<file path="src/rtl/game_pkg.sv">
// ---------------------------------------------------------------------------
// game_pkg
// Shared definitions for the game controller:
//   - BCD_W     : width of a two-digit BCD value {tens, ones}
//   - state_e   : game FSM encoding (IDLE=0 READY=1 RUN=2 HIT=3 OVER=4)
//   - bcd_inc() : two-digit BCD increment that saturates at 99
// ---------------------------------------------------------------------------
package game_pkg;

    localparam int BCD_W = 8;

    typedef enum logic [2:0] {
        S_IDLE  = 3'd0,
        S_READY = 3'd1,
        S_RUN   = 3'd2,
        S_HIT   = 3'd3,
        S_OVER  = 3'd4
    } state_e;

    // Ones digit 9 wraps to 0 and carries into tens; 99 stays 99.
    function automatic logic [BCD_W-1:0] bcd_inc(input logic [BCD_W-1:0] v);
        if (v == 8'h99)
            return v;
        if (v[3:0] == 4'd9)
            return {v[7:4] + 4'd1, 4'd0};
        return {v[7:4], v[3:0] + 4'd1};
    endfunction

endpackage

</file>
<file path="src/rtl/jump_debounce.sv">
// ---------------------------------------------------------------------------
// jump_debounce
// Cleans up the raw, asynchronous, active-low jump button.
//   clk     in  system clock
//   rst     in  asynchronous active-low reset
//   jump_n  in  raw button, active-low, asynchronous to clk
//   press   out one-cycle pulse on the debounced 1->0 edge
// Latency from a jump_n fall to press: 2 (sync) + DEB_CYC (stability) + 1 (edge).
// ---------------------------------------------------------------------------
module jump_debounce #(
    parameter int DEB_CYC = 16
) (
    input  logic clk,
    input  logic rst,
    input  logic jump_n,
    output logic press
);

    localparam int CNT_W = $clog2(DEB_CYC + 1);

    logic             sync1_q, sync2_q;
    logic             deb_q, deb_d;
    logic             deb_prev_q;
    logic             press_q, press_d;
    logic [CNT_W-1:0] cnt_q, cnt_d;

    // NOTE: every signal written here gets a default first, so no path can
    // leave it unassigned and infer a latch.
    always_comb begin
        deb_d   = deb_q;
        cnt_d   = '0;
        press_d = deb_prev_q & ~deb_q;
        // Count consecutive synchronised samples that disagree with the
        // accepted level; any agreeing sample restarts the count.
        if (sync2_q != deb_q) begin
            if (cnt_q == CNT_W'(DEB_CYC - 1)) begin
                deb_d = sync2_q;
            end else begin
                cnt_d = cnt_q + CNT_W'(1);
            end
        end
    end

    // NOTE: sequential state uses non-blocking assignments so every flop
    // samples pre-edge values regardless of statement order.
    // NOTE: the released button level is 1, so the synchroniser and the
    // debounced level reset high to avoid a spurious press after reset.
    always_ff @(posedge clk or negedge rst) begin
        if (!rst) begin
            sync1_q    <= 1'b1;
            sync2_q    <= 1'b1;
            deb_q      <= 1'b1;
            deb_prev_q <= 1'b1;
            cnt_q      <= '0;
            press_q    <= 1'b0;
        end else begin
            sync1_q    <= jump_n;
            sync2_q    <= sync1_q;
            deb_q      <= deb_d;
            deb_prev_q <= deb_q;
            cnt_q      <= cnt_d;
            press_q    <= press_d;
        end
    end

    assign press = press_q;

endmodule

</file>
<file path="src/rtl/game_sequencer.sv">
// ---------------------------------------------------------------------------
// game_sequencer
// Top-level game controller: game FSM, speed-scaled step divider, BCD score
// and high score.
//   clk        in   system clock
//   rst        in   asynchronous active-low reset
//   jump_n     in   raw jump button, active-low, asynchronous
//   collide    in   collision level from the collide logic
//   start      out  1 in READY/RUN/HIT/OVER
//   pause      out  0 only in RUN
//   step       out  one-cycle game advance pulse (RUN only)
//   press      out  one-cycle debounced jump request
//   blink      out  toggles per tick in HIT, 1 in OVER, else 0
//   state      out  FSM state encoding
//   score_bcd  out  {tens,ones} BCD score
//   hi_bcd     out  {tens,ones} BCD high score
// ---------------------------------------------------------------------------
module game_sequencer
    import game_pkg::*;
#(
    parameter int BASE_DIV    = 50000,
    parameter int DIV_DEC     = 4000,
    parameter int MIN_DIV     = 14000,
    parameter int COUNT_STEPS = 3,
    parameter int HIT_STEPS   = 4,
    parameter int DEB_CYC     = 16
) (
    input  logic             clk,
    input  logic             rst,
    input  logic             jump_n,
    input  logic             collide,
    output logic             start,
    output logic             pause,
    output logic             step,
    output logic             press,
    output logic             blink,
    output logic [2:0]       state,
    output logic [BCD_W-1:0] score_bcd,
    output logic [BCD_W-1:0] hi_bcd
);

    localparam int DIV_W   = $clog2(BASE_DIV + 1);
    localparam int CNT_MAX = (COUNT_STEPS > HIT_STEPS) ? COUNT_STEPS : HIT_STEPS;
    localparam int CNT_W   = $clog2(CNT_MAX + 1);

    // Step period for the level given by the score's tens digit.
    function automatic logic [DIV_W-1:0] level_div(input logic [BCD_W-1:0] s);
        int d;
        d = BASE_DIV - int'(s[7:4]) * DIV_DEC;
        if (d < MIN_DIV)
            d = MIN_DIV;
        return DIV_W'(d);
    endfunction

    state_e           state_q, state_d;
    logic [CNT_W-1:0] cnt_q, cnt_d;
    logic [DIV_W-1:0] div_cnt_q, div_cnt_d;
    logic [DIV_W-1:0] cur_div_q, cur_div_d;
    logic [BCD_W-1:0] score_q, score_d;
    logic [BCD_W-1:0] hi_q, hi_d;
    logic             blink_q, blink_d;
    logic             start_q, start_d;
    logic             pause_q, pause_d;
    logic             tick;

    jump_debounce #(
        .DEB_CYC (DEB_CYC)
    ) u_jump_debounce (
        .clk    (clk),
        .rst    (rst),
        .jump_n (jump_n),
        .press  (press)
    );

    assign tick = (div_cnt_q == cur_div_q - DIV_W'(1));

    always_comb begin
        state_d   = state_q;
        cnt_d     = cnt_q;
        score_d   = score_q;
        hi_d      = hi_q;
        blink_d   = 1'b0;
        div_cnt_d = div_cnt_q + DIV_W'(1);
        cur_div_d = cur_div_q;

        unique case (state_q)
            S_IDLE, S_OVER: begin
                if (press) begin
                    state_d = S_READY;
                    score_d = '0;
                    cnt_d   = CNT_W'(COUNT_STEPS);
                end
            end
            S_READY: begin
                if (tick) begin
                    cnt_d = cnt_q - CNT_W'(1);
                    if (cnt_q == CNT_W'(1))
                        state_d = S_RUN;
                end
            end
            S_RUN: begin
                // Collision outranks a coincident tick: the step is dropped.
                if (collide) begin
                    state_d = S_HIT;
                    cnt_d   = CNT_W'(HIT_STEPS);
                end else if (tick) begin
                    score_d = bcd_inc(score_q);
                end
            end
            S_HIT: begin
                if (tick) begin
                    cnt_d = cnt_q - CNT_W'(1);
                    if (cnt_q == CNT_W'(1))
                        state_d = S_OVER;
                end
            end
            default: state_d = S_IDLE;
        endcase

        // Blink follows the state being entered so it is a clean register.
        if (state_d == S_HIT && state_q == S_HIT)
            blink_d = tick ? ~blink_q : blink_q;
        else if (state_d == S_OVER)
            blink_d = 1'b1;

        if (state_d == S_OVER && state_q != S_OVER && score_q > hi_q)
            hi_d = score_q;

        // A new count starts on every tick and every state change; the period
        // is reloaded only then, from the score that is about to be held, so a
        // fresh game always starts at the base rate.
        if (tick || state_d != state_q) begin
            div_cnt_d = '0;
            cur_div_d = level_div(score_d);
        end

        start_d = (state_d != S_IDLE);
        pause_d = (state_d != S_RUN);
    end

    always_ff @(posedge clk or negedge rst) begin
        if (!rst) begin
            state_q   <= S_IDLE;
            cnt_q     <= '0;
            div_cnt_q <= '0;
            cur_div_q <= DIV_W'(BASE_DIV);
            score_q   <= '0;
            hi_q      <= '0;
            blink_q   <= 1'b0;
            start_q   <= 1'b0;
            pause_q   <= 1'b1;
        end else begin
            state_q   <= state_d;
            cnt_q     <= cnt_d;
            div_cnt_q <= div_cnt_d;
            cur_div_q <= cur_div_d;
            score_q   <= score_d;
            hi_q      <= hi_d;
            blink_q   <= blink_d;
            start_q   <= start_d;
            pause_q   <= pause_d;
        end
    end

    // Step must honour a collide that arrives in the tick cycle itself.
    assign step      = (state_q == S_RUN) && tick && !collide;
    assign start     = start_q;
    assign pause     = pause_q;
    assign blink     = blink_q;
    assign state     = state_q;
    assign score_bcd = score_q;
    assign hi_bcd    = hi_q;

endmodule
</file>
<file path="config.mk">
export PLATFORM = sky130hd
export DESIGN_NAME = game_sequencer
export DESIGN_NICKNAME = d
export VERILOG_FILES = /design/src/rtl/game_pkg.sv /design/src/rtl/jump_debounce.sv /design/src/rtl/game_sequencer.sv
export SDC_FILE = /design/constraint.sdc
export NUM_CORES = 1
export LEC_CHECK = 0
export CAP_MARGIN = 20
export CORE_MARGIN = 4
export CORE_UTILIZATION = 36
export CTS_BUF_LIST = sky130_fd_sc_hd__clkbuf_16
export DETAILED_ROUTE_END_ITERATION = 8
export PLACE_DENSITY_LB_ADDON = 0.08
export SLEW_MARGIN = 10
export SYNTH_ARGS = -nofsm -noshare
export SYNTH_HDL_FRONTEND = slang
export SYNTH_HIERARCHICAL = 1
export SYNTH_SLANG_ARGS = --single-unit
</file>
<file path="constraint.sdc">
create_clock -name clk -period 8.8 [get_ports clk]
set_input_delay 2.2 -clock clk [delete_from_list [all_inputs] [get_ports clk]]
set_output_delay 2.2 -clock clk [all_outputs]
set_load 0.02 [all_outputs]
</file>
==> impl_metrics.ini <==
[logic_synthesis]
yosysUniqueCellTypes = 55
synth_compound_area_share_pct = 13.3
syn_avg_cell_area_um2 = 9.38
synth_top_family_by_area = simple AND/OR/NAND/NOR gates
synth_edf_count = 0
ys_ff_latch = 62
synthMuxAreaShare_pct = 2.20
synthAdderAreaFrac_pct = 14.0
ys_seq_area_share_pct = 38.7
syn-num-nets = 476
synthArstFlopShare_pct = 100
yosys.area_share.xor_xnor_pct = 8.45
syn_inst = 431
synthFlopType = dfrtp_1
netlist_area_mm2 = 0.00404
synth-simple-area-share_pct = 18.8
yosysWarnings = 6

[sta]
max_freq_mhz = 142
min_period_ns = 7.03
setup_tns_ns = 0
slew_headroom_pct = 35.9
period_share_pct = 79.9
maxSlewViolCount = 0
rsz0062_at_grt = no
final_hold_viol_count = 0
setup_slack_ns = 1.77
worstMarginPinSlew_ns = 0.961
skew_ns = 0.00730
setup_violations = 0

[setup_path]
cp.arrival_ns = 7.25
critical_path.max_stage_delay_ns = 0.64
required_ns = 9.01
cp-start-kind = input port
cpMaxStageDelayCell = fa_1
rr_worst_depth = 21
worstPathMaxFanout = 6
worstSetupPathType = in2reg
path_cells = clkdlybuf4s50_1, nor2_1, nand3_1, o211ai_1, o31a_1, inv_1, fa_1, inv_1, fa_1, ha_1, o21ai_0, o21bai_1, a21oi_1, xnor2_1, or3_1, o21ai_1, and3_1, o21ai_0, a32o_1
endpoint_kind = flop

[placement]
io_buffers = 27
gp_congestion = 0.829
dp_slack_ns = 1.42
place_hpwl_um = 6400

[cells_and_area]
final_cell_mix = nor2_1, dfrtp_1, inv_1
drive_gt1_share_pct = 9.62
fillerInstances = 1093
final_common_cell = nor2_1
fin_nets = 508
area_growth_pct = 17.7
diodes = 0

[clock_network]
clkSlewWorstSetupHoldPaths_ns = 0.05
cts-resized-gates = 0
cts_tree = built
holdBufCountCts = 0
worstSkewPairLatency_ns = 0.33
cts_setup_buffers = 0
clockRootBuffer = clkbuf_16
cts_buffers = 9
htreeDepth = 3
clkSinkCount = 62
cts_buffer_depth = 2

[flow_run]
maxCapViolCount = 0

[drt]
drc = 0
drt_iter0_drc = 170
route.vias.total = 3053
dr.pass1.iters = 5
wl_um = 8610
viasPerCell = 5.02
wl_per_cell_um = 14.2
antenna_left = 0

[pwr]
p_leak_nw = 2.16
power.density_mw_per_mm2 = 135
ir_drop_v = 0.0000925

[floorplanning]
design.core.area_mm2 = 0.0109
start_util_pct = 37.0
io_pins = 28
die_w_um = 114
chipHeight_um = 114
core.rowCount = 38
die_area_mm2 = 0.0130

[hold_path]
hold_class = reg2reg
whs_path_depth = 0

[global_route]
grt_pass1_vias = 3085
grt_pass1_wl_um = 15000
track_usage_pct = 14.3
grt_max_degree = 63
antenna_found_initial = 0
globalRouteOverflowTotal = 0

[outcome]
outcome = completed
==> worst max-delay path: cells and delay by family <==
kind | cells | cell delay, ns
AOI/OAI and AO/OA | 8 | 1.71
buffers and inverters | 3 | 0.73
adders and majority gates | 3 | 1.49
xor gates and xnor gates | 1 | 0.17
and+or+nand+nor | 4 | 0.95
==> stage by stage <==
step	util, %	hold slack [ns]	instances	instance area [um^2]	power [mW]
floorplan	-	0.345	431	4040	0.296
global placement	40.9	0.347	592	4470	0.304
detailed placement	40.9	0.349	592	4470	0.304
CTS	43.5	0.357	608	4760	0.655
global route	43.5	0.361	608	4760	0.669
finish	43.5	0.355	608	4760	0.643
==> report_power, final <==
group / internal, mW / total, mW / switching [mW]
Clock: 0.217 / 0.345 / 0.127
Sequential: 0.287 / 0.289 / 0.00108
Combinational: 0.00242 / 0.00977 / 0.00735
==> cell type report <==
type,instances,area [um^2],area share (%)
tap,140,175,3.68
clock buffer,9,225,4.73
multi-input combinational,322,2300,48.2
inverter,37,139,2.92
clock inverter,7,66.3,1.39
sequential,62,1560,32.9
timing repair buffer,31,295,6.20
==> cells in the mapped netlist (all sizes together), types with 8 or more instances <==
master   n  area, um^2
o21ai   24         120
nand2   29         109
xor2    19         166
dfstp   10         263
a21oi   16        80.1
nor3     8        40.0
clkbuf   8        30.0
nor2    57         219
inv     37         139
xnor2   20         175
ha      34         425
dfrtp   52        1300
nand3   14        75.1
and3     9        56.3
==> cells by family (layout without fill, tap and decap cells) <==
group                    Yosys count  in the layout
AND/OR/NAND/NOR                  156            156
AO/OA/AOI/OAI                     78             78
flip-flops                        62             62
buffers and inverters             47             84
adder cells (fa/ha/maj)           41             41
XOR/XNOR                          39             39
multiplexers                       8              8
==> final timing paths <==
path | slack [ns] | end | from
min reg2reg | 0.36 | u_jump_debounce/sync2_q | u_jump_debounce/sync1_q
max reg2reg | 2.49 | cur_div_q[11] | div_cnt_q[6]
max in group asynchronous | 6.24 | cur_div_q[13] | rst
max | 1.77 | cur_div_q[11] | collide
min in group asynchronous | 2.04 | hi_bcd[0] | rst
min | 0.36 | u_jump_debounce/sync2_q | u_jump_debounce/sync1_q
==> routing by layer <==
metal  global-route usage [%]  part of all wire, %  vias to the layer above
li1                         -                    -                     1543
met1                     19.2                   50                     1453
met2                     23.1                   46                       46
met3                     2.76                  3.0                       11
met4                     4.99                  1.3                        0
met5                        0                    0                        -
==> sequential cells by signal (all words and copies together) (netlist names) <==
| signal | count |
|---|---|
| score_bcd | 8 |
| u_jump_debounce/deb_q | 1 |
| cnt_q | 3 |
| u_jump_debounce/sync2_q | 1 |
| div_cnt_q | 16 |
| start | 1 |
| state | 3 |
| pause | 1 |
| u_jump_debounce/cnt_q | 5 |
| cur_div_q | 11 |
| hi_bcd | 8 |
| u_jump_debounce/sync1_q | 1 |
| u_jump_debounce/deb_prev_q | 1 |
| u_jump_debounce/press | 1 |
| blink | 1 |
No activity file was read; power rests on OpenSTA's default activity.
